===== src/rtl/logic_arb_pkg.sv =====
// Shared constants and types for the two-port logic-unit arbiter.
package logic_arb_pkg;

    localparam int DATA_W = 64;

    localparam logic [1:0] LOGIC_NOT = 2'b00;
    localparam logic [1:0] LOGIC_AND = 2'b01;
    localparam logic [1:0] LOGIC_OR  = 2'b10;
    localparam logic [1:0] LOGIC_XOR = 2'b11;

    typedef enum logic [1:0] {
        ARB_IDLE = 2'd0,
        ARB_OWN0 = 2'd1,
        ARB_OWN1 = 2'd2
    } arb_state_t;

endpackage


===== src/rtl/logic_arbiter_unit.sv =====
// Combinational 64-bit bitwise logic unit: NOT, AND, OR, XOR.
module logic_arbiter_unit
    import logic_arb_pkg::*;
(
    input  logic [1:0]        i_ctrl,
    input  logic [DATA_W-1:0] i_op1,
    input  logic [DATA_W-1:0] i_op2,
    output logic [DATA_W-1:0] o_result
);

    always_comb begin
        o_result = '0;
        case (i_ctrl)
            LOGIC_NOT: o_result = ~i_op1;
            LOGIC_AND: o_result = i_op1 & i_op2;
            LOGIC_OR:  o_result = i_op1 | i_op2;
            LOGIC_XOR: o_result = i_op1 ^ i_op2;
            default:   o_result = '0;
        endcase
    end

endmodule


===== src/rtl/logic_arbiter.sv =====
// Round-robin arbiter with burst lock in front of the shared logic unit,
// followed by a single registered result stage with backpressure.
//
// state    | meaning
// ARB_IDLE | no lock; grant by valid, ties broken by r_prio
// ARB_OWN0 | requester 0 holds the unit until it sends a last beat
// ARB_OWN1 | requester 1 holds the unit until it sends a last beat
module logic_arbiter
    import logic_arb_pkg::*;
#(
    parameter int TAG_W = 4
) (
    input  logic              clk,
    input  logic              rst_n,
    input  logic              req0_valid,
    output logic              req0_ready,
    input  logic [1:0]        req0_ctrl,
    input  logic [DATA_W-1:0] req0_op1,
    input  logic [DATA_W-1:0] req0_op2,
    input  logic [TAG_W-1:0]  req0_tag,
    input  logic              req0_last,
    input  logic              req1_valid,
    output logic              req1_ready,
    input  logic [1:0]        req1_ctrl,
    input  logic [DATA_W-1:0] req1_op1,
    input  logic [DATA_W-1:0] req1_op2,
    input  logic [TAG_W-1:0]  req1_tag,
    input  logic              req1_last,
    output logic              res_valid,
    input  logic              res_ready,
    output logic [DATA_W-1:0] res_data,
    output logic              res_src,
    output logic [TAG_W-1:0]  res_tag,
    output logic              res_last,
    output logic              busy
);

    arb_state_t        r_state;
    logic              r_prio;
    logic              r_res_valid;
    logic [DATA_W-1:0] r_res_data;
    logic              r_res_src;
    logic [TAG_W-1:0]  r_res_tag;
    logic              r_res_last;

    logic              w_can_accept;
    logic              w_gnt0;
    logic              w_gnt1;
    logic              w_acc;
    logic              w_acc_last;
    logic [TAG_W-1:0]  w_acc_tag;
    logic [1:0]        w_ctrl;
    logic [DATA_W-1:0] w_op1;
    logic [DATA_W-1:0] w_op2;
    logic [DATA_W-1:0] w_result;

    assign w_can_accept = ~r_res_valid | res_ready;

    always_comb begin
        w_gnt0 = 1'b0;
        w_gnt1 = 1'b0;
        case (r_state)
            ARB_IDLE: begin
                w_gnt0 = req0_valid & (~req1_valid | ~r_prio);
                w_gnt1 = req1_valid & (~req0_valid |  r_prio);
            end
            ARB_OWN0: w_gnt0 = 1'b1;
            ARB_OWN1: w_gnt1 = 1'b1;
            default:  ;
        endcase
    end

    assign req0_ready = w_gnt0 & w_can_accept;
    assign req1_ready = w_gnt1 & w_can_accept;

    // Grants are mutually exclusive, so w_gnt1 alone selects the source.
    assign w_acc      = (req0_valid & req0_ready) | (req1_valid & req1_ready);
    assign w_ctrl     = w_gnt1 ? req1_ctrl : req0_ctrl;
    assign w_op1      = w_gnt1 ? req1_op1  : req0_op1;
    assign w_op2      = w_gnt1 ? req1_op2  : req0_op2;
    assign w_acc_tag  = w_gnt1 ? req1_tag  : req0_tag;
    assign w_acc_last = w_gnt1 ? req1_last : req0_last;

    logic_arbiter_unit u_unit (
        .i_ctrl   (w_ctrl),
        .i_op1    (w_op1),
        .i_op2    (w_op2),
        .o_result (w_result)
    );

    always_ff @(posedge clk or negedge rst_n) begin
        if (!rst_n) begin
            r_state     <= ARB_IDLE;
            r_prio      <= 1'b0;
            r_res_valid <= 1'b0;
            r_res_data  <= '0;
            r_res_src   <= 1'b0;
            r_res_tag   <= '0;
            r_res_last  <= 1'b0;
        end else begin
            if (w_acc) begin
                r_res_valid <= 1'b1;
                r_res_data  <= w_result;
                r_res_src   <= w_gnt1;
                r_res_tag   <= w_acc_tag;
                r_res_last  <= w_acc_last;
                case (r_state)
                    ARB_IDLE: begin
                        if (!w_acc_last)
                            r_state <= w_gnt1 ? ARB_OWN1 : ARB_OWN0;
                        else
                            r_prio <= ~w_gnt1;
                    end
                    ARB_OWN0, ARB_OWN1: begin
                        if (w_acc_last) begin
                            r_state <= ARB_IDLE;
                            r_prio  <= ~w_gnt1;
                        end
                    end
                    default: r_state <= ARB_IDLE;
                endcase
            end else if (res_ready) begin
                r_res_valid <= 1'b0;
            end
        end
    end

    assign res_valid = r_res_valid;
    assign res_data  = r_res_data;
    assign res_src   = r_res_src;
    assign res_tag   = r_res_tag;
    assign res_last  = r_res_last;
    assign busy      = (r_state != ARB_IDLE) | r_res_valid;

endmodule


===== config.mk =====
export PLATFORM = sky130hd
export DESIGN_NAME = logic_arbiter
export DESIGN_NICKNAME = d
export VERILOG_FILES = /design/src/rtl/logic_arb_pkg.sv /design/src/rtl/logic_arbiter_unit.sv /design/src/rtl/logic_arbiter.sv
export SDC_FILE = /design/constraint.sdc
export NUM_CORES = 1
export LEC_CHECK = 0
export ABC_AREA = 1
export CORE_MARGIN = 2
export CORE_UTILIZATION = 45
export DETAILED_ROUTE_END_ITERATION = 12
export GPL_TIMING_DRIVEN = 0
export PLACE_DENSITY = 0.8
export SETUP_SLACK_MARGIN = 0.05
export SLEW_MARGIN = 20
export SYNTH_ARGS = -nofsm -noshare
export SYNTH_HDL_FRONTEND = slang
export SYNTH_SLANG_ARGS = --single-unit

===== constraint.sdc =====
create_clock -name clk -period 3 [get_ports clk]
set_clock_uncertainty 0.2 [all_clocks]
set_input_delay 0.45 -clock clk [delete_from_list [all_inputs] [get_ports clk]]
set_output_delay 0.45 -clock clk [all_outputs]
set_load 0.01 [all_outputs]

After elaboration in Yosys (flattened, before gate mapping) --
Index checks and enable logic that the tools add are counted.
Word-level totals: register bits after elaboration 74, input port bits 275, output and inout bits 74, logic and storage cells 56
Cells by class: eq/ne operators 7, multiplexer cells 14, bitwise operators 20, reductions and logical operators 8
Operators with widths (count):
- 64-bit case mux with 4 select lines | 1
- 64-bit two-way mux | 2
- 64-bit bitwise AND | 1
- 64-bit inverter | 1
- 64-bit OR | 1
- 64-bit XOR | 1
- 2-bit two-way mux | 4
- 1-bit bitwise AND | 6
- 2-bit == test (second input constant) | 3
- 3-bit AND reduction | 2
- 1-bit inverter | 5
- 1-bit OR | 5
- 2-bit by 1-bit == test with 1-bit output (second input constant) | 2
- 2-bit zero test | 2
- 4-bit two-way mux | 1
- 2-bit inequality test (second input constant) | 2
- 1-bit case mux with 2 select lines | 2
- 2-bit case mux with 2 select lines | 1
- 2-bit nonzero test | 2
- 1-bit two-way mux | 3
- 3-bit OR reduction | 1
- 2-bit OR reduction | 1

Longest topological paths before layout --
depth in word-level cells 8, mapped depth 19, depth with buffers taken out 17

Hierarchy --
A second synthesis with hierarchy kept.
Unflattened totals: cells, all modules 1460, area, all modules 8797.2 µm²
By module, submodules not included:
- logic_arbiter | instances 1, cells each 777, area an instance 4692.0 µm², seq. area each 1851.8 µm²
- logic_arbiter_unit | instances 1, cells each 683, area an instance 4105.2 µm², seq. area each 0.0 µm²

Worst setup path after synthesis --
No wires, ideal clock.
kind flip-flop to flip-flop, start point reg r_state[0], end point reg r_res_data[35], in the netlist res_data[35], setup time 0.116 ns, data arrival time 2.232 ns, data required time 2.684 ns, slack 0.451 ns, stages on the path, launching flop included 18, path buffers 2, clock period less this slack 2.549 ns, cells stage by stage dfrtp_1 > inv_1 > ha_1 > nand2_1 > inv_2 > nand2_4 > nand2_4 > buf_6 > inv_2 > clkbuf_1 > or2_2 > o21ai_0 > inv_1 > ha_1 > o21ai_0 > nand3_1 > nand2_1 > nand2_1
Between the ends: longest elaborated chain between the ends 5, elaborated cells between the ends (all ways) 22, those cells by class eq/ne (5); mux (6); bitwise (9); reduce/logical (2)
RTL lines:
- start: declaration | RTL line logic_arbiter.sv:38 | arb_state_t r_state;
- start signal: assignment | RTL line logic_arbiter.sv:110 | r_state <= w_gnt1 ? ARB_OWN1 : ARB_OWN0;
- 2-bit == test, or another cell as far along | RTL line logic_arbiter.sv:62 | case (r_state)
- 1-bit case mux with 2 select lines | RTL line logic_arbiter.sv:62
- 2-bit two-way mux, or another cell as far along | RTL line logic_arbiter.sv:78 | assign w_ctrl = w_gnt1 ? req1_ctrl : req0_ctrl;
- 2-bit == test, or another cell as far along | RTL line logic_arbiter_unit.sv:13 | case (i_ctrl)
- 64-bit case mux with 4 select lines or 1-bit OR (tied branches) | RTL line logic_arbiter_unit.sv:13, logic_arbiter.sv:77
- end signal: assignment | RTL line logic_arbiter.sv:103 | r_res_data <= w_result;
- end: declaration | RTL line logic_arbiter.sv:41 | logic [DATA_W-1:0] r_res_data;
Several ways; a longest one is shown, not always the timed one. A chain may end at the register's enable or synchronous reset.

Worst setup path after layout --
start point reg r_state[0], end point out req1_ready
Between the ends: longest elaborated chain between the ends 3, elaborated cells between the ends (all ways) 4, those cells by class eq/ne (1); mux (1); bitwise (1); reduce/logical (1)
RTL lines:
- 2-bit == test or 2-bit zero test (tied branches) | RTL line logic_arbiter.sv:62
- 1-bit case mux with 2 select lines (*) | RTL line logic_arbiter.sv:62
- 1-bit bitwise AND (*) | RTL line logic_arbiter.sv:74 | assign req1_ready = w_gnt1 & w_can_accept;
- end: declaration | RTL line logic_arbiter.sv:23 | output logic req1_ready,
Every way passes the cells marked *; elsewhere a longest branch is shown, timed or not.

==> impl_metrics.csv <==
group,metric,value,unit
clock_tree,h-tree-depth,3,
sta,worstMarginPinSlew,0.7748,ns
critical_path,crit_start,"r_state[0]",
grt,antenna_found_initial,0,
layout,fin_nets,2278,
routing,topRoutingLayerUsed,"met4",
clock_tree,clockRootBuffer,"clkbuf_16",
clock_tree,post_cts_buffers,0,
sta,fmax,0.3500,GHz
critical_path,r2r_end,"res_data[58]",
clock_tree,clock_sinks,74,
critical_path,cp_slowest_stage_delay,0.42,ns
routing,vias_per_cell,5.231,
synth,syn_avg_cell_area,6.254,sq um
synth,netlist-cell-type-count,25,
clock_tree,numCtsBuffers,9,
sta,finalCritPeriodShare,0.9523,
pwr,p_per_area,958.7,mW/mm^2
grt,grt_pass1_wl,55730,um
critical_path,critPathBufInv,6,
routing,drt_iter0_drc,753,
routing,wl_met2,17760,um
die,start_util,0.4539,
critical_path,rr_startpoint,"r_state[0]",
sta,min_period,2.857,ns
routing,detail-route-antenna-nets,0,
layout,nFillCells,1868,
sta,hold_viol_final,0,
critical_path,slowest_stage,"dfrtp_1",
clock_tree,clk_pin_slew,0.06,ns
critical_path,critPathCaptureType,"primary output",
grt,grt_overflow,0,
clock_tree,cts_buffer_depth,2,
die,die_h,148.9,um
grt,grt_max_degree,40,
synth,yosysMostFrequentCell,"nand2_1",
placed_design,dp_hpwl,28390,um
synth,yosys-top-cells-area,"dfrtp_1 (20%), ha_1 (17%), nand2_1 (16%)",
synth,ys_ff_latch,74,
layout,final_cell_area,0.01383,sq mm
routing,wl_met1,14270,um
pwr,p_leak,7.308,nW
synth,synthFlopType,"dfrtp_1",
clock_tree,cts_tree,"yes",
placed_design,dp_cells,2135,
die,row_count,53,
synth,syn-num-nets,1918,
critical_path,crit_family,"buffers and inverters",
critical_path,rr_worst_depth,19,
run_status,status,"complete, no violations",
sta,hold_ws,0.2795,ns
synth,yosys_warnings,0,
run,drv_cap,0,
routing,vias,11252,
critical_path,critPathKind,"reg -> out",
die,core,0.02082,sq mm
synth,synth_top_area_cell,"dfrtp_1",
sta,maxSlewViolCount,0,
critical_path,path_depth,11,
synth,synthArstFlopShare,1.000,
synth,yosysSeqAreaShare,0.1959,
clock_tree,clkLatencyLatePin,0.35,ns
synth,synth_edf_count,0,
routing,routed_wl,36760,um
layout,synthToLayoutAreaGrowth,46.31,%
synth,synthCells,1511,
critical_path,worstPathRequired,2.35,ns
routing,route.detailed.drc,0,
grt,grt_pass1_vias,10574,
sta,finalSetupViolations,0,
critical_path,cpMostUsedCell,"inv_2",
die,dieWidth,148.9,um
die,dieArea,0.02218,sq mm
placed_design,gp_congestion,0.9290,
die,ioPinCount,349,
hold_path,hold_class,"reg -> reg",
critical_path,reg2reg_slack,0.16,ns
critical_path,startpoint_type,"flop",
layout,stdcell_count,2151,
critical_path,worstSetupEndpoint,"req1_ready",
layout,diodes,0,
critical_path,arrival,2.21,ns
layout,seq_area,0.001852,sq mm
critical_path,cp_max_fo,10,
placed_design,place_area,0.01330,sq mm
pwr,ir_worst_vdd,0.0004559,V
routing,drt_pre_antenna_iters,6,
sta,slew_headroom,0.4835,
pwr,p_total,13.26,mW
routing,routedWlPerCell,17.09,um
routing,met3_length,3339,um
placed_design,port_buffers,348,
grt,grt_usage,0.3241,
critical_path,crit_chain,"inv_2 > ha_4 > nand2_1 > inv_2 > nand2_4 > nand2_8 > buf_12 > inv_6 > buf_4 > nor2_1 > dlygate4sd2_1",
layout,multi_input_area,0.006095,sq mm
synth,synth_top_area_frac,0.1959,
synth,synth_common_cells,"nand2_1 (404), inv_1 (298), nand3_1 (195), ha_1 (132), o21ai_0 (118)",
sta,rsz0062_at_grt,"true",
synth,syn-cell-area,0.009450,sq mm
layout,drive_gt1_frac,0.1061,
per-layer routing:
| layer | up-vias | track usage |
|---|---|---|
| li1 | 5391 | - |
| met1 | 5188 | 0.3894 |
| met2 | 588 | 0.5682 |
| met3 | 85 | 0.05749 |
| met4 | 0 | 0.1390 |
| met5 | - | 0 |
how the worst min path moves through the flow:
stage | start | end | slack [ns] | cells after the start
3_5_place_dp | rst_n | res_data[15] | 0.26 | 1
3_3_place_gp | res_data[34] | res_data[34] | 0.26 | 2
5_1_grt | res_data[19] | res_data[19] | 0.29 | 2
2_1_floorplan | rst_n | r_prio | -0.05 | 0
6_report | res_data[19] | res_data[19] | 0.28 | 2
4_1_cts | res_data[19] | res_data[19] | 0.28 | 2
cell usage in the layout, fill, tap and decap left out, types with 2 or more instances in the layout:
master,count
nand2_1,404
clkdlybuf4s50_1,346
inv_1,295
nand3_1,195
ha_1,131
o21ai_1,74
dfrtp_1,74
o21ai_0,68
or2_2,59
nand3b_1,42
o21ai_2,41
buf_2,31
clkbuf_1,18
buf_6,14
buf_4,12
buf_1,9
clkbuf_16,9
nor2_1,7
clkbuf_4,7
inv_2,5
or2_0,5
a31oi_1,4
nand2_2,4
buf_12,3
nand4_1,2
nand2_4,2
clkbuf_2,2
clkinvlp_4,2
clkinv_4,2
power by group:
part / switching (mW) / total [mW] / internal [mW] / leakage [nW]
registers: 0.280 / 1.76 / 1.48 / 0.925
logic: 6.31 / 10.3 / 4.03 / 6.24
clock network: 0.502 / 1.15 / 0.647 / 0.139
total: 7.10 / 13.3 / 6.16 / 7.31
state kept, by name, indices dropped and copies added (netlist names):
| register | flops |
|---|---|
| res_src | 1 |
| res_valid | 1 |
| r_prio | 1 |
| r_state | 2 |
| res_last | 1 |
| res_data | 64 |
| res_tag | 4 |
area by class of cell:
| class | instances | share of cell area |
|---|---|---|
| Inverter | 301 | 0.08207 |
| Buffer | 93 | 0.04307 |
| Clock inverter | 6 | 0.004886 |
| Sequential cell | 74 | 0.1339 |
| Tap cell | 275 | 0.02488 |
| Timing Repair Buffer | 350 | 0.2538 |
| Clock buffer | 10 | 0.01656 |
| Multi-Input combinational cell | 1042 | 0.4408 |
metrics by stage:
stage | worst slack (ns) | util | setup TNS [ns]
after CTS | 0.01302 | 0.6559 | 0
after floorplan | 0.4512 | - | 0
after detailed placement | -0.6432 | 0.6385 | -26.86
after global routing | 0.03316 | 0.6640 | 0
final | 0.1432 | 0.6640 | 0
after global placement | -1.575 | 0.6377 | -139.80
tightest hold or removal path: cells and delay by family, from the launching register on:
family | cells | cell delay (ns)
and+or+nand+nor | 2 | 0.11
DFF | 1 | 0.34
cells by family (layout without fill, tap and decap cells):
logic type,count (synthesis),in the layout,synth area share
AOI/OAI and AO/OA,189,189,0.1026
and+or+nand+nor,721,721,0.3498
adders and majority gates,132,132,0.1748
DFF,74,74,0.1959
buffers and inverters,395,760,0.1769
timing repair:
| action | 4_1_cts | 5_1_grt |
|---|---|---|
| pin swaps | 0 | 0 |
| setup endpoints to repair | 64 | 61 |
| resized for setup | 34 | 98 |
| hold buffers | 1 | 0 |
| endpoints found under the hold margin | 35 | 0 |
Power figures use the tool's default switching activity.
